[src/rtl/chunked_adder.sv]
// Chunked ripple adder/subtractor: adds CHUNK bits per cycle over NCH = WIDTH/CHUNK cycles.
// Latency: out_valid rises exactly NCH edges after the accept edge; minimum accept-to-accept spacing is NCH+2.
// Backpressure: the result is held in DONE until out_ready=1; in_ready=1 only in IDLE.
//
// Ports: clk, rst_n (async active-low); in_valid/in_ready handshake with operands a, b, c_in, sub;
//        out_valid/out_ready handshake with result sum, c_out (carry-out, 1 = no borrow in sub mode).
// Optional: define CHUNKED_ADDER_OVF_EN to add output ovf (signed overflow, registered with c_out).
// WIDTH must be an integer multiple of CHUNK.
module chunked_adder #(
    parameter int WIDTH = 8,
    parameter int CHUNK = 2
) (
    input  logic             clk,
    input  logic             rst_n,
    input  logic             in_valid,
    output logic             in_ready,
    input  logic [WIDTH-1:0] a,
    input  logic [WIDTH-1:0] b,
    input  logic             c_in,
    input  logic             sub,
    output logic             out_valid,
    input  logic             out_ready,
    output logic [WIDTH-1:0] sum,
    output logic             c_out
`ifdef CHUNKED_ADDER_OVF_EN
    ,
    output logic             ovf
`endif
);

    localparam int NCH  = WIDTH / CHUNK;
    localparam int IDXW = (NCH > 1) ? $clog2(NCH) : 1;

    typedef enum logic [1:0] {
        IDLE = 2'd0,
        RUN  = 2'd1,
        DONE = 2'd2
    } state_t;

    state_t            state;
    state_t            state_nxt;

    logic [WIDTH-1:0]  op_a;
    logic [WIDTH-1:0]  op_b;      // already inverted for subtraction
    logic [WIDTH-1:0]  sum_q;
    logic              carry;
    logic              c_out_q;
    logic [IDXW-1:0]   idx;
    logic              last;
    logic [CHUNK-1:0]  chunk_a;
    logic [CHUNK-1:0]  chunk_b;
    logic [CHUNK:0]    chunk_res;

    assign last      = (idx == IDXW'(NCH - 1));
    assign chunk_a   = op_a[idx*CHUNK +: CHUNK];
    assign chunk_b   = op_b[idx*CHUNK +: CHUNK];
    assign chunk_res = {1'b0, chunk_a} + {1'b0, chunk_b} + {{CHUNK{1'b0}}, carry};

    assign in_ready  = (state == IDLE);
    assign out_valid = (state == DONE);
    assign sum       = sum_q;
    assign c_out     = c_out_q;

    // State register
    always_ff @(posedge clk or negedge rst_n) begin
        if (!rst_n) begin
            state <= IDLE;
        end else begin
            state <= state_nxt;
        end
    end

    // Next-state logic
    always_comb begin
        state_nxt = state;
        case (state)
            IDLE:    if (in_valid)  state_nxt = RUN;
            RUN:     if (last)      state_nxt = DONE;
            DONE:    if (out_ready) state_nxt = IDLE;
            default:                state_nxt = IDLE;
        endcase
    end

`ifdef CHUNKED_ADDER_OVF_EN
    logic ovf_q;
    logic msb_cin;

    // On the last chunk, the carry into bit WIDTH-1 is recovered from that bit's sum and operands.
    assign msb_cin = op_a[WIDTH-1] ^ op_b[WIDTH-1] ^ chunk_res[CHUNK-1];
    assign ovf     = ovf_q;

    always_ff @(posedge clk or negedge rst_n) begin
        if (!rst_n) begin
            ovf_q <= 1'b0;
        end else if (state == RUN && last) begin
            ovf_q <= msb_cin ^ chunk_res[CHUNK];
        end
    end
`endif

    // Datapath: operand capture on accept, one chunk per RUN edge
    always_ff @(posedge clk or negedge rst_n) begin
        if (!rst_n) begin
            op_a    <= '0;
            op_b    <= '0;
            sum_q   <= '0;
            carry   <= 1'b0;
            c_out_q <= 1'b0;
            idx     <= '0;
        end else begin
            case (state)
                IDLE: begin
                    if (in_valid) begin
                        op_a  <= a;
                        op_b  <= b ^ {WIDTH{sub}};
                        // Subtraction is a + ~b + 1, so c_in is not used then.
                        carry <= sub ? 1'b1 : c_in;
                        idx   <= '0;
                    end
                end
                RUN: begin
                    sum_q[idx*CHUNK +: CHUNK] <= chunk_res[CHUNK-1:0];
                    carry <= chunk_res[CHUNK];
                    if (last) begin
                        idx     <= '0;
                        c_out_q <= chunk_res[CHUNK];
                    end else begin
                        idx <= idx + IDXW'(1);
                    end
                end
                default: ;
            endcase
        end
    end

endmodule
[config.mk]
export PLATFORM = sky130hd
export DESIGN_NAME = chunked_adder
export DESIGN_NICKNAME = d
export VERILOG_FILES = /design/src/rtl/chunked_adder.sv
export SDC_FILE = /design/constraint.sdc
export NUM_CORES = 1
export LEC_CHECK = 0
export CAP_MARGIN = 25
export CORE_MARGIN = 2
export CORE_UTILIZATION = 30
export DETAILED_ROUTE_END_ITERATION = 7
export MAX_ROUTING_LAYER = met4
export PLACE_DENSITY = 0.51
export SLEW_MARGIN = 40
export SYNTH_ARGS = -nofsm -noshare
export SYNTH_HDL_FRONTEND = slang
export SYNTH_SLANG_ARGS = --single-unit
[constraint.sdc]
create_clock -name clk -period 3.1 [get_ports clk]
set_clock_uncertainty 0.1 [all_clocks]
set_input_delay 0.465 -clock clk [delete_from_list [all_inputs] [get_ports clk]]
set_output_delay 0.465 -clock clk [all_outputs]
set_load 0.005 [all_outputs]
Yosys cells after proc, flatten, opt, wreduce, memory -nomap -nowiden --
Cells that the tools add are included.
Word-level totals: output and inout bits 11, word-level logic and storage cells 39, register bits after elaboration 30, input port bits 22
Cells by class: muxes and demuxes 11, $add $sub $neg 4, equality and inequality tests 6, shift operators 4, reduce and logical (&&, ||, !) cells 6, bitwise operators 1
Operators with widths (count):
- $neg 3->34 | 1
- $shift 2x34->8 const A | 1
- $shiftx 2x34->8 | 1
- $shiftx 8x4->2 | 2
- $mux 2 | 5
- $bwmux 8 | 1
- $xor 8x8->8 | 1
- $pmux 2 s3 | 1
- $reduce_and 2->1 | 3
- $eq 2x2->1 const B | 2
- $ne 2x2->1 const B | 2
- $pmux 2 s2 | 1
- $add 2x2->3 | 1
- $add 3x1->3 | 1
- $reduce_and 3->1 | 1
- $add 2x1->2 const B | 1
- $eq 2x1->1 const B | 1
- $logic_not 2->1 | 1
- $mux 1 | 2
- $ne 2x1->1 const B | 1
- $pmux 1 s2 | 1
- $reduce_bool 2->1 | 1

Longest topological paths before layout --
depth after elaboration 5, gate-level depth with buffers 6

Worst setup path before layout --
OpenSTA, ideal clock, no wires.
path kind register to register, start register idx[0], end register sum_q[3] (netlist: sum[3]), stages on the path, launching flop included 7, data arrival time 2358 ps, data required time 2875 ps, library setup time 125 ps, period minus slack after synthesis 2582 ps, slack 518 ps, cells stage by stage dfrtp_1 > buf_4 > mux4_2 > fa_1 > fa_1 > and4b_1 > mux2_2
Between the ends: cells in the longest elaborated chain, start to end 5, elaborated cells on any way between the ends 8
RTL lines:
- start, declared | RTL line 48 | logic [IDXW-1:0] idx;
- start signal, assigned | RTL line 128 | idx <= idx + IDXW'(1);
- $shiftx 8x4->2, on equally long branches | RTL line 55, 56
- $add 2x2->3 | RTL line 57 | assign chunk_res = {1'b0, chunk_a} + {1'b0, chunk_b} + {{CHUNK{1'b0}}, carry};
- $add 3x1->3 | RTL line 57
- $shiftx 2x34->8 | RTL line 122 | sum_q[idx*CHUNK +: CHUNK] <= chunk_res[CHUNK-1:0];
- $bwmux 8 (*) | RTL line 122
- end signal, assigned by index | RTL line 122
- end, declared | RTL line 45 | logic [WIDTH-1:0] sum_q;
Mark *: on every way between the ends. The rest lies on a longest branch, timed or not. A chain may end at the register's enable or synchronous reset.

Final worst setup path --
start register idx[0], end register sum_q[7] (netlist: sum[7])
The elaborated chain is that of the path after synthesis.

==> impl_metrics.yaml <==
die:
  start_util_pct: 30.5
  core_um2: 5440
  dieArea_um2: 6150
  ios: 33
  fp.dieH_um: 78.4
  fp-row-count: 27
  die_width_um: 78.4
placement:
  numPortBuffers: 32
  hpwl_mm: 2.34
  place.gp.congestion: 0.660
  dp_cells: 214
sta:
  drv_slew: 0
  fin_crit_sh_pct: 84.4
  tightest_slew_ns: 0.490
  tns_ns: 0
  max_freq_mhz: 382
  finalSetupViolCount: 0
  finalHoldViolations: 0
  post-route-min-period_ns: 2.62
  rsz0062_at_grt: "no"
  slew_headroom_pct: 67.2
global_route:
  grt_pass1_vias: 1073
  antenna_found_initial: 0
  grt_pass1_wl_mm: 5.36
  grt-ovfl-total: 0
  grtUsageTotal_pct: 11.9
  grt_start_max_net_pins: 31
drt:
  routedWlPerCell_um: 14.4
  drtIter0Drc: 30
  dr.pass1.iters: 2
  routed_wirelength_mm: 3.20
  vias_per_cell: 4.55
  ant_nets: 0
  vias: 1009
  drc: 0
critical_path:
  crit_path_frequent_cell: "fa_1"
  crit_type: "flop to flop"
  critPathLaunchType: "flop"
  critPathMaxStageDelay_ns: 0.56
  path_cells: "mux4_2 > fa_1 > fa_1 > nor4bb_1 > mux2_4"
  end_kind: "flop"
  cp_max_fo: 4
  arrival_ns: 2.74
  cpMaxStageDelayCell: "fa_1"
  cp_data_required_time_ns: 3.22
clocking:
  cts_root_buf: "clkbuf_8"
  cts_buffers: 5
  cts_tree: "yes"
  numClockSinks: 30
  postCtsHoldBufs: 0
  post_cts_buffers: 0
  cts_resized: 0
  ctsHtreeMaxLevel: 2
  worstSkewPairLatency_ns: 0.28
  clockBufferDepth: 2
  clk_pin_slew_worst_paths_ns: 0.07
logic_synthesis:
  synth.avg_cell_area_um2: 14.7
  synth_seq_cells: 30
  syn-num-nets: 143
  ys_seq_area_share_pct: 45.2
  syn_inst: 113
  synth_area_um2: 1660
  ys_types: 29
  synth-warning-count: 0
flow_run:
  cap_viol_max_count: 0
power_and_ir_drop:
  p_total_mw: 2.15
  leakage_nw: 0.937
  ir_worst_vdd_uv: 354
  power.density_nw_per_um2: 1010
hold_path:
  holdCritPathClass: "flop to flop"
layout:
  instances_no_fill: 222
  syn_to_final_growth_pct: 27.8
  layout_commonest_cell: "clkdlybuf4s50_1"
  seq_area_um2: 751
  diodes: 0
  finalCoreUtilization_pct: 39.0
  multiInputGateArea_um2: 825
  layout_common_cells: "clkdlybuf4s50_1, dfrtp_1, mux2_2"
  drive_gt1_share_pct: 28.0
  fill_cells: 523
  fin_nets: 179
status:
  status: "complete, no violations"
[state kept, by name (all words and copies together) (netlist names)]
register and cells:
sum 8, idx 2, op_a 8, op_b 8
c_out 1, carry 1, state 2
[worst max-delay path: cells and delay by family (launching register included)]
family	cells	cell delay, ns
DFF	1	0.44
adders and majority gates	2	0.97
and+or+nand+nor	1	0.30
muxes	2	0.74
[cell families after synthesis]
kind of cell	Yosys count	share of synthesized area, %
DFF	30	45.2
muxes	29	24.4
and+or+nand+nor	21	11.4
buffers and inverters	11	5.12
xor gates and xnor gates	8	4.22
adders and majority gates	8	6.93
AOI/OAI and AO/OA	6	2.71
[through the flow]
stage	setup WS, ns	area [um2]	hold slack (ns)
final	0.483	2120	0.388
after global routing	0.332	2120	0.404
after CTS	0.455	2120	0.397
after detailed placement	0.466	2030	0.381
after global placement	0.544	2030	0.381
after floorplan	0.518	1660	0.0694
[power by group]
part	switching [mW]	internal [mW]	leakage [nW]	total (mW)
combinational	0.406	0.689	0.517	1.10
sequential	0.151	0.580	0.372	0.730
clock	0.144	0.179	0.0482	0.323
total	0.701	1.45	0.937	2.15
[metal layers]
metal	share of wire [%]	vias up	GRT usage, %	routed length [um]
met3	3.9	7	3.22	124
met4	2.0	0	5.26	63
met5	0	-	-	0
met1	46	497	14.4	1480
li1	-	478	-	-
met2	48	27	18.9	1530
[worst paths after layout]
kind / from / depth (start not counted) / end / slack [ns]
max in group asynchronous: rst_n / 2 / c_out / 2.14
setup reg to reg: idx[0] / 5 / sum[7] / 0.48
min in group asynchronous: rst_n / 2 / op_b[4] / 0.47
hold / removal: sum[4] / 1 / sum[4] / 0.39
setup / recovery: idx[0] / 5 / sum[7] / 0.48
hold reg to reg: sum[4] / 1 / sum[4] / 0.39
[synth_stat cells]
cell type   n  area [um2]
a21o_1      2        15.0
a221o_1     1        10.0
and2b_1     1        7.51
and3b_1     2        17.5
and3b_2     3        30.0
and4b_1     2        20.0
buf_12      1        20.0
buf_2       1        5.00
buf_4       3        22.5
buf_6       2        22.5
dfrtp_1    30         751
fa_1        2        40.0
ha_1        6        75.1
inv_1       4        15.0
mux2_1      2        22.5
mux2_2     14         158
mux2_4      9         135
mux4_2      4        90.1
nand3b_1    2        15.0
nor2_1      1        3.75
nor3b_2     1        12.5
nor4b_1     1        8.76
nor4bb_1    6        60.1
o21ai_0     1        5.00
o21bai_1    1        7.51
o31ai_1     1        7.51
or2_1       1        6.26
or2b_1      1        7.51
xor2_1      8        70.1
[layout make-up]
cell class	instances	area share, %
Clock buffer	7	4.07
Clock inverter	1	0.236
Inverter	4	0.708
Multi-Input combinational cell	72	38.9
Sequential cell	30	35.4
Tap cell	72	4.25
Timing Repair Buffer	36	16.5
Note: power is estimated with default switching activity, not from simulation.
